$ cat config.mk
export PLATFORM = sky130hd
export DESIGN_NAME = cw_decoder
export DESIGN_NICKNAME = d
export VERILOG_FILES = /design/src/rtl/cw_decoder_pkg.sv /design/src/rtl/cw_decoder_morse_rom.sv /design/src/rtl/cw_decoder.sv
export SDC_FILE = /design/constraint.sdc
export NUM_CORES = 1
export LEC_CHECK = 0
export CAP_MARGIN = 25
export CORE_MARGIN = 4
export CORE_UTILIZATION = 42
export CTS_BUF_LIST = sky130_fd_sc_hd__clkbuf_4 sky130_fd_sc_hd__clkbuf_8 sky130_fd_sc_hd__clkbuf_16
export DETAILED_ROUTE_END_ITERATION = 10
export SKIP_CTS_REPAIR_TIMING = 1
export SLEW_MARGIN = 20
export SYNTH_ARGS = -nofsm -noshare
export SYNTH_HDL_FRONTEND = slang
export SYNTH_SLANG_ARGS = --single-unit
$ cat constraint.sdc
create_clock -name clk -period 14.6 [get_ports clk]
set_clock_uncertainty 0.15 [all_clocks]
set_input_delay 2.19 -clock clk [delete_from_list [all_inputs] [get_ports clk]]
set_output_delay 2.19 -clock clk [all_outputs]
set_load 0.01 [all_outputs]
$ cat src/rtl/cw_decoder_pkg.sv
// Shared types and constants for the CW (Morse) receive decoder and the
// symbol/ASCII table it shares with future sender logic.
package cw_pkg;

  localparam int SYM_W          = 7;
  localparam int DEBOUNCE_LIMIT = 14;

  localparam logic [7:0]       ASCII_SPACE = 8'h20;
  localparam logic [7:0]       ASCII_STAR  = 8'h2A;
  localparam logic [7:0]       ASCII_QMARK = 8'h3F;
  localparam logic [SYM_W-1:0] SYM_EMPTY   = 7'b0000001;

  typedef enum logic [2:0] {
    ST_IDLE      = 3'd0,
    ST_MARK      = 3'd1,
    ST_SPACE     = 3'd2,
    ST_EMIT_CHAR = 3'd3,
    ST_GAP       = 3'd4,
    ST_EMIT_WORD = 3'd5,
    ST_LONG      = 3'd6
  } cw_state_e;

endpackage

$ cat src/rtl/cw_decoder_morse_rom.sv
// Leading-one Morse symbol (dot=0, dash=1, first element nearest the marker)
// to ASCII. Codes outside the table map to '?'.
module morse_rom
  import cw_pkg::*;
(
  input  logic [SYM_W-1:0] i_symbol,
  output logic [7:0]       o_ascii
);

  // symbol lookup
  always_comb begin
    o_ascii = ASCII_QMARK;
    case (i_symbol)
      7'h05: o_ascii = 8'h41;  7'h18: o_ascii = 8'h42;  7'h1A: o_ascii = 8'h43;
      7'h0C: o_ascii = 8'h44;  7'h02: o_ascii = 8'h45;  7'h12: o_ascii = 8'h46;
      7'h0E: o_ascii = 8'h47;  7'h10: o_ascii = 8'h48;  7'h04: o_ascii = 8'h49;
      7'h17: o_ascii = 8'h4A;  7'h0D: o_ascii = 8'h4B;  7'h14: o_ascii = 8'h4C;
      7'h07: o_ascii = 8'h4D;  7'h06: o_ascii = 8'h4E;  7'h0F: o_ascii = 8'h4F;
      7'h16: o_ascii = 8'h50;  7'h1D: o_ascii = 8'h51;  7'h0A: o_ascii = 8'h52;
      7'h08: o_ascii = 8'h53;  7'h03: o_ascii = 8'h54;  7'h09: o_ascii = 8'h55;
      7'h11: o_ascii = 8'h56;  7'h0B: o_ascii = 8'h57;  7'h19: o_ascii = 8'h58;
      7'h1B: o_ascii = 8'h59;  7'h1C: o_ascii = 8'h5A;
      7'h3F: o_ascii = 8'h30;  7'h2F: o_ascii = 8'h31;  7'h27: o_ascii = 8'h32;
      7'h23: o_ascii = 8'h33;  7'h21: o_ascii = 8'h34;  7'h20: o_ascii = 8'h35;
      7'h30: o_ascii = 8'h36;  7'h38: o_ascii = 8'h37;  7'h3C: o_ascii = 8'h38;
      7'h3E: o_ascii = 8'h39;
      7'h55: o_ascii = 8'h2E;  7'h73: o_ascii = 8'h2C;  7'h4C: o_ascii = 8'h3F;
      7'h32: o_ascii = 8'h2F;  7'h31: o_ascii = 8'h3D;
      default: o_ascii = ASCII_QMARK;
    endcase
  end

endmodule

$ cat src/rtl/cw_decoder.sv
// Morse receive decoder: debounced key envelope -> mark/space timing in 1 ms
// ticks -> ASCII bytes on a valid/ready stream. Define CW_ADAPTIVE_EN for speed tracking.
module cw_decoder
  import cw_pkg::*;
#(
  parameter int CLKS_PER_MS  = 76800,
  parameter int DEBOUNCE_MS  = 3,
  parameter int MAX_ELEMENTS = 6
) (
  input  logic       clk,
  input  logic       rstb,
  input  logic       key_in,
  input  logic [9:0] DotOnTime,
  output logic [7:0] char_data,
  output logic       char_valid,
  input  logic       char_ready,
  output logic       overrun,
  input  logic       clr_overrun,
  output logic [9:0] dot_est
);

  localparam int TW     = (CLKS_PER_MS > 1) ? $clog2(CLKS_PER_MS) : 1;
  localparam int DB_EFF = (DEBOUNCE_MS > DEBOUNCE_LIMIT) ? DEBOUNCE_LIMIT :
                          ((DEBOUNCE_MS < 1) ? 1 : DEBOUNCE_MS);
  localparam logic [TW-1:0] TICK_LAST = TW'(CLKS_PER_MS - 1);
  localparam logic [3:0]    DB_LAST   = 4'(DB_EFF - 1);
  localparam logic [2:0]    MAX_ELEM  = 3'(MAX_ELEMENTS);

  logic            r_key_meta, r_key_s, r_key_db, r_key_db_d;
  logic [TW-1:0]   r_tick_cnt;
  logic [3:0]      r_db_cnt;
  logic [12:0]     r_dur;
  logic [SYM_W-1:0] r_symbol;
  logic [2:0]      r_elem_cnt;
  logic            r_err;
  cw_state_e       r_state;

  logic        w_tick, w_rise, w_fall, w_bit, w_emit;
  logic [9:0]  w_d;
  logic [12:0] w_t_dash, w_t_word, w_t_stuck;
  logic [13:0] w_t_stuck_w;
  logic [7:0]  w_rom_byte, w_byte;

  assign w_tick = (r_tick_cnt == TICK_LAST);
  assign w_rise = r_key_db & ~r_key_db_d;
  assign w_fall = ~r_key_db & r_key_db_d;

  // T_CHAR equals T_DASH; T_STUCK is clamped to what the saturating dur can reach
  assign w_d         = (dot_est == 10'd0) ? 10'd1 : dot_est;
  assign w_t_dash    = {2'b00, w_d, 1'b0};
  assign w_t_word    = {3'b000, w_d} + {1'b0, w_d, 2'b00};
  assign w_t_stuck_w = {1'b0, w_d, 3'b000} + {3'b000, w_d, 1'b0};
  assign w_t_stuck   = w_t_stuck_w[13] ? 13'h1FFF : w_t_stuck_w[12:0];
  assign w_bit       = (r_dur >= w_t_dash);
  assign w_emit      = (r_state == ST_EMIT_CHAR) || (r_state == ST_EMIT_WORD);

  morse_rom u_rom (.i_symbol(r_symbol), .o_ascii(w_rom_byte));

  // byte selection for the emit states
  always_comb begin
    w_byte = ASCII_SPACE;
    if (r_state == ST_EMIT_CHAR) begin
      w_byte = r_err ? ASCII_STAR : w_rom_byte;
    end else begin
      w_byte = ASCII_SPACE;
    end
  end

  // synchroniser, ms tick and debounce
  always_ff @(posedge clk) begin
    if (!rstb) begin
      r_key_meta <= 1'b0;
      r_key_s    <= 1'b0;
      r_key_db   <= 1'b0;
      r_key_db_d <= 1'b0;
      r_tick_cnt <= '0;
      r_db_cnt   <= 4'd0;
    end else begin
      r_key_meta <= key_in;
      r_key_s    <= r_key_meta;
      r_key_db_d <= r_key_db;
      r_tick_cnt <= w_tick ? '0 : r_tick_cnt + TW'(1);
      if (r_key_s == r_key_db) begin
        r_db_cnt <= 4'd0;
      end else if (w_tick) begin
        if (r_db_cnt == DB_LAST) begin
          r_key_db <= r_key_s;
          r_db_cnt <= 4'd0;
        end else begin
          r_db_cnt <= r_db_cnt + 4'd1;
        end
      end
    end
  end

  // duration counter and element/character FSM
  always_ff @(posedge clk) begin
    if (!rstb) begin
      r_state    <= ST_IDLE;
      r_dur      <= 13'd0;
      r_symbol   <= SYM_EMPTY;
      r_elem_cnt <= 3'd0;
      r_err      <= 1'b0;
    end else begin
      if (w_rise || w_fall) begin
        r_dur <= 13'd0;
      end else if (w_tick && (r_dur != 13'h1FFF)) begin
        r_dur <= r_dur + 13'd1;
      end
      case (r_state)
        ST_IDLE: if (w_rise) r_state <= ST_MARK;
        ST_MARK: begin
          if (w_fall) begin
            if (r_elem_cnt == MAX_ELEM) begin
              r_err <= 1'b1;
            end else begin
              r_symbol   <= {r_symbol[SYM_W-2:0], w_bit};
              r_elem_cnt <= r_elem_cnt + 3'd1;
            end
            r_state <= ST_SPACE;
          end else if (r_dur >= w_t_stuck) begin
            r_state <= ST_LONG;
          end
        end
        ST_SPACE: begin
          if (w_rise) r_state <= ST_MARK;
          else if (w_tick && (r_dur == w_t_dash)) r_state <= ST_EMIT_CHAR;
        end
        // a rise landing on the emit clk still starts the next character
        ST_EMIT_CHAR: begin
          r_symbol   <= SYM_EMPTY;
          r_elem_cnt <= 3'd0;
          r_err      <= 1'b0;
          r_state    <= w_rise ? ST_MARK : ST_GAP;
        end
        ST_GAP: begin
          if (w_rise) r_state <= ST_MARK;
          else if (w_tick && (r_dur == w_t_word)) r_state <= ST_EMIT_WORD;
        end
        ST_EMIT_WORD: r_state <= w_rise ? ST_MARK : ST_IDLE;
        ST_LONG: begin
          r_symbol   <= SYM_EMPTY;
          r_elem_cnt <= 3'd0;
          r_err      <= 1'b0;
          if (w_fall) r_state <= ST_IDLE;
        end
        default: r_state <= ST_IDLE;
      endcase
    end
  end

  // output byte register with overrun flag
  always_ff @(posedge clk) begin
    if (!rstb) begin
      char_data  <= 8'h00;
      char_valid <= 1'b0;
      overrun    <= 1'b0;
    end else begin
      if (w_emit && (!char_valid || char_ready)) begin
        char_data  <= w_byte;
        char_valid <= 1'b1;
      end else if (char_ready) begin
        char_valid <= 1'b0;
      end
      if (w_emit && char_valid && !char_ready) begin
        overrun <= 1'b1;
      end else if (clr_overrun) begin
        overrun <= 1'b0;
      end
    end
  end

`ifdef CW_ADAPTIVE_EN
  logic [9:0]  r_dot_est;
  logic [13:0] w_est_base, w_est_add, w_est_sum;
  logic [9:0]  w_est_next;

  // exponential average; dashes contribute roughly mark*5/32
  always_comb begin
    w_est_base = {4'd0, r_dot_est} - {6'd0, r_dot_est[9:2]};
    if (w_bit) begin
      w_est_add = {4'd0, r_dur[12:3]} + {6'd0, r_dur[12:5]};
    end else begin
      w_est_add = {3'd0, r_dur[12:2]};
    end
    w_est_sum = w_est_base + w_est_add;
    if (w_est_sum > 14'd1023) begin
      w_est_next = 10'd1023;
    end else if (w_est_sum == 14'd0) begin
      w_est_next = 10'd1;
    end else begin
      w_est_next = w_est_sum[9:0];
    end
  end

  // estimate update on each classified element
  always_ff @(posedge clk) begin
    if (!rstb) begin
      r_dot_est <= DotOnTime;
    end else if ((r_state == ST_MARK) && w_fall) begin
      r_dot_est <= w_est_next;
    end else begin
      r_dot_est <= r_dot_est;
    end
  end

  assign dot_est = r_dot_est;
`else
  assign dot_est = DotOnTime;
`endif

endmodule

* After elaboration in Yosys (flattened, before gate mapping)
Memories as Yosys holds them, arrays and structs flattened. A register that Yosys moved wholly into a read port is not among the register bits. Index checks and enable logic that the tools add are counted.
Operators by class: bitwise operators 6, reductions and logical operators 24, add/sub/neg operators 6, magnitude comparators 2, equal/unequal tests 21, mux-type cells 31
Operators with widths (count):
- $mux W3 | 11
- $mux W7 | 4
- $pmux W3 S7 | 1
- $add A17 B1 Y17 const B | 1
- $eq A17 B17 Y1 const B | 1
- $mux W8 | 2
- $add A13 B11 Y14 | 1
- $pmux W7 S2 | 1
- $add A10 B12 Y13 | 1
- $add A13 B1 Y13 const B | 1
- $eq A13 B11 Y1 | 1
- $eq A13 B13 Y1 | 1
- $ge A13 B11 Y1 | 1
- $ge A13 B13 Y1 | 1
- $mux W13 | 1
- $ne A13 B13 Y1 const B | 1
- $eq A3 B3 Y1 const B | 4
- $logic_not A10 Y1 | 1
- $mux W10 | 1
- $ne A2 B2 Y1 const B | 5
- $ne A3 B3 Y1 const B | 3
- $reduce_and A3 Y1 | 3
- $reduce_or A2 Y1 | 4
- $mux W1 | 7
- other kinds (17) | 32
Storage, ports and cells: logic and storage cells 105, output and inout bits 20, ROM bits 896, memories 1, bits of input ports 15, register bits 62
Memories:
- (no name shown) | depth 128, bits a word 7, rd ports 1, clocked after memory_dff 1, write ports 0, RTL line cw_decoder_morse_rom.sv:13 | case (i_symbol)

* Depth between registers and ports, before layout
depth after elaboration 8, gate-level depth with buffers 20, depth with buffers taken out 18

* Cells and area by module
Synthesis repeated with hierarchy kept, for this count alone.
Unflattened totals: cell total of the unflattened synthesis 597, area total of the unflattened synthesis 4785.8 um^2
Modules (own cells, without submodules):
- cw_decoder | cells each 503, sequential area each 1241.2 um^2, instances 1, area each 4085.2 um^2
- morse_rom | cells each 94, sequential area each 0.0 um^2, instances 1, area each 700.7 um^2

* Worst setup path after synthesis
OpenSTA, ideal clock, no wires.
path type input-to-reg, start input port DotOnTime[6], end register r_state[1], setup slack 8.490 ns, cell stages on the path 20, path buffers 2, required time 14.318 ns, library setup time 0.132 ns, arrival 5.827 ns, cell sequence buf_2 nor4_1 nand3_1 nand2b_1 ha_1 fa_1 a211oi_4 o211ai_1 a31oi_1 nor2_1 clkbuf_1 nor2_1 ha_1 o21ai_0 a21oi_1 o41ai_1 a31oi_1 o41ai_1 or2_2 a21oi_1
On the way: cells in the longest elaborated chain, start to end 7, elaborated cells between the ends (all ways) 14, classes of those cells add/sub: 2; order compare: 1; eq/ne: 5; mux: 2; reduce/logical: 4
Ends and longest elaborated chain:
- start: declaration | RTL line cw_decoder.sv:13 | input logic [9:0] DotOnTime,
- $logic_not A10 Y1 | RTL line cw_decoder.sv:49 | assign w_d = (dot_est == 10'd0) ? 10'd1 : dot_est;
- $mux W10 (*) | RTL line cw_decoder.sv:49
- $add A13 B11 Y14 / $add A10 B12 Y13 (equally long branches) | RTL line cw_decoder.sv:52, cw_decoder.sv:51
- $mux W13 / $eq A13 B13 Y1 (equally long branches) | RTL line cw_decoder.sv:53, cw_decoder.sv:138
- $ge A13 B13 Y1 / $logic_and A1 B1 Y1 (equally long branches) | RTL line cw_decoder.sv:121, cw_decoder.sv:138
- $ne A3 B3 Y1 (no source line)
- $reduce_and A5 Y1 (no source line) (*)
- end signal: assignment | RTL line cw_decoder.sv:134 | r_state <= w_rise ? ST_MARK : ST_GAP;
- end signal: assignment | RTL line cw_decoder.sv:140 | ST_EMIT_WORD: r_state <= w_rise ? ST_MARK : ST_IDLE;
- end: declaration | RTL line cw_decoder.sv:36 | cw_state_e r_state;
Every way passes the cells marked *; elsewhere a longest branch is shown, timed or not. A chain may end at the register's enable or synchronous reset.

* Worst setup path after layout
Same ends and word-level chain as after synthesis.

==> impl_metrics.env <==
export IMPL_rsz0062_at_grt="false"
export IMPL_cp_start_kind="primary input"
export IMPL_status="finished, final reports clean"
export IMPL_finalPower_w=0.000478
export IMPL_wire_per_inst_um=16.1
export IMPL_drcViolationCount=0
export IMPL_slew_headroom_pct=45.9
export IMPL_synthArstFlopShare_pct=0
export IMPL_avgViaCountPerCell=5.79
export IMPL_layout_cells_most_common="nor2_1"
export IMPL_final_cell_mix="nor2_1, dfxtp_1, nand2_1"
export IMPL_cts_sinks=68
export IMPL_synth_top_family_by_area="simple AND/OR/NAND/NOR gates"
export IMPL_utilization_pct=47.7
export IMPL_synth_area_leader_cell="dfxtp_1"
export IMPL_yosysSeqAreaShare_pct=26.3
export IMPL_cts_max_level=3
export IMPL_min_period_ns=7.05
export IMPL_whs_ns=0.282
export IMPL_end_kind="flop"
export IMPL_fillCellCount=1186
export IMPL_rows=40
export IMPL_hold_path_class="flop to flop"
export IMPL_grt_max_degree=27
export IMPL_yosysTopAreaCellShare_pct=26.3
export IMPL_hold_violations=0
export IMPL_port_buffers=33
export IMPL_nNetsFinal=711
export IMPL_synth_seq_cells=68
export IMPL_drtPass1Iterations=5
export IMPL_holdPathStages=1
export IMPL_path_clk_slew_ns=0.05
export IMPL_synth_xor_area_share_pct=8.28
export IMPL_grt_pass1_vias=4427
export IMPL_cts_made_buffers=9
export IMPL_muxShareOfSynthArea_pct=1.36
export IMPL_dp_hpwl_um=9780
export IMPL_die_area_mm2=0.0141
export IMPL_drv_slew=0
export IMPL_multi_input_area_mm2=0.00341
export IMPL_maxCapViolCount=0
export IMPL_root_buffer="clkbuf_16"
export IMPL_clock_path_buffers=2
export IMPL_yosys_warnings=0
export IMPL_gp_congestion=0.924
export IMPL_p_per_area_mw_per_mm2=83.4
export IMPL_routed_wl_um=13000
export IMPL_worst_pin_slew_ns=0.791
export IMPL_layout_drive_gt1_share_pct=7.00
export IMPL_n_antenna_cell=0
export IMPL_die_h_um=119
export IMPL_combPwrFrac_pct=13.7
export IMPL_min_period_over_period_pct=48.3
export IMPL_ios=35
export IMPL_synth_area_leaders="dfxtp_1, ha_1, nor2_1"
export IMPL_die_w_um=119
export IMPL_crit_fanout=11
export IMPL_ant_nets=0
export IMPL_synth_simple_gate_area_share_pct=25.2
export IMPL_placed_area_mm2=0.00542
export IMPL_avgSynthCellArea_um2=7.89
export IMPL_synth_area_mm2=0.00517
export IMPL_worstPathRequired_ns=14.65
export IMPL_yosysUniqueCellTypes=75
export IMPL_r2r_start="r_dur[8]"
export IMPL_min_to="r_key_s"
export IMPL_switching_share_pct=25.1
export IMPL_synth_fa_ha_area_share_pct=11.0
export IMPL_p_clk_share_pct=46.1
export IMPL_grt_util_all_layers_pct=18.7
export IMPL_core_area_mm2=0.0120
export IMPL_timing_rr_end="u_rom.o_ascii[0]"
export IMPL_drt_first_iter_violations=399
export IMPL_cts_tree="yes"
export IMPL_p_switching_w=0.000120
export IMPL_seq_area_mm2=0.00136
export IMPL_syn_to_final_growth_pct=10.8
export IMPL_synth_compound_area_share_pct=20.2
export IMPL_seq_power_share_pct=40.2
export IMPL_finalSetupViolCount=0
export IMPL_grt_pass1_wl_um=21800
export IMPL_p_leak_nw=2.21
export IMPL_min_from="r_key_meta"
export IMPL_synthCells=655
export IMPL_worstSetupPathType="primary input to flop"
export IMPL_rr_worst_depth=10
export IMPL_worstPathArrival_ns=7.10
export IMPL_synth_edff_count=0
export IMPL_tns_ns=0
export IMPL_start_util_pct=43.0
export IMPL_fin_area_mm2=0.00573
export IMPL_grt_overflow_total=0
export IMPL_vdd_drop_max_v=0.0000729
export IMPL_synth_ff_type="dfxtp_1"
export IMPL_syn_nets=714
export IMPL_antenna_found_initial=0
export IMPL_num_vias=4656
export IMPL_fmax_ghz=0.142
export IMPL_clk_latency_ns=0.33
export IMPL_reg2reg_slack_ns=10.41
export IMPL_power_internal_w=0.000358
-- layout make-up --
cell class | count | area share, %
Sequential cell | 68 | 23.8
Clock inverter | 4 | 0.830
Multi-Input combinational cell | 507 | 59.6
Clock buffer | 12 | 4.54
Inverter | 32 | 2.14
Timing Repair Buffer | 34 | 5.90
Tap cell | 147 | 3.21
-- metrics by stage --
step           std cells  setup WS [ns]
3_5_place_dp         788           7.21
2_1_floorplan        655           8.49
5_1_grt              804           7.04
4_1_cts              804           7.54
6_report             804           7.55
3_3_place_gp         788           7.34
-- logic make-up (layout without fill, tap and decap cells) --
kind of cell,after synthesis,in the layout
AOI/OAI and AO/OA,148,148
muxes,7,7
buffers and inverters,80,82
xor gates and xnor gates,48,48
other,1,1
adders and majority gates,45,45
DFF,68,68
and+or+nand+nor,258,258
-- worst max path at each step --
| stage | depth (start not counted) | end | slack [ns] | startpoint |
|---|---|---|---|---|
| 6_report | 19 | r_state[1] | 7.55 | DotOnTime[6] |
| 2_1_floorplan | 20 | r_state[1] | 8.49 | DotOnTime[6] |
| 5_1_grt | 19 | r_state[1] | 7.04 | DotOnTime[6] |
| 3_5_place_dp | 19 | r_state[1] | 7.21 | DotOnTime[6] |
| 4_1_cts | 19 | r_state[1] | 7.54 | DotOnTime[6] |
| 3_3_place_gp | 19 | r_state[1] | 7.34 | DotOnTime[6] |
-- power groups by stage --
stage	clock network, W	registers [W]	logic, W
global route	0.000233	0.000192	0.0000737
CTS	0.000226	0.000192	0.0000658
floorplan	0	0.000192	0.0000523
detailed placement	0	0.000196	0.0000654
global placement	0	0.000196	0.0000647
finish	0.000220	0.000192	0.0000656
-- layer usage --
layer / part of all wire [%] / vias to the layer above / GRT usage (%)
li1: - / 2321 / -
met1: 46 / 2176 / 24.2
met2: 48 / 138 / 30.8
met5: 0 / - / 0
met4: 2.0 / 0 / 6.52
met3: 4.8 / 21 / 3.89
-- Yosys cell counts (all sizes together) (9+ instances only) --
cell type	instances
nand4	9
and3	15
xnor2	28
nand2	51
a31oi	11
nor4	10
buf	27
o21ai	31
inv	32
a21oi	35
clkbuf	21
nand3	23
xor2	20
nor2	82
and2	12
o211ai	9
ha	43
nor3	23
a211oi	9
dfxtp	68
-- flip-flops by register name, indices dropped and copies added, names as in the netlist --
signal / count
overrun: 1
r_key_s: 1
r_db_cnt: 4
u_rom.o_ascii: 7
char_valid: 1
r_dur: 13
r_key_meta: 1
r_err: 1
r_state: 3
r_key_db_d: 1
r_key_db: 1
char_data: 7
r_tick_cnt: 17
r_elem_cnt: 3
r_symbol: 7
-- critical path, cell delays in order --
cell and delay [ns]:
clkdlybuf4s50_1 0.61, nor4_1 0.45, nand3_1 0.16, nand2b_1 0.15
ha_1 0.21, fa_1 0.26, a211oi_4 0.10, o211ai_1 0.25
a31oi_1 0.21, nor2_1 0.58, nor2_1 0.11, ha_1 0.29
o21ai_0 0.14, a21oi_1 0.06, o41ai_1 0.35, a31oi_1 0.20
o41ai_1 0.51, or2_2 0.20, a21oi_1 0.07
(Power assumes the default switching activity.)
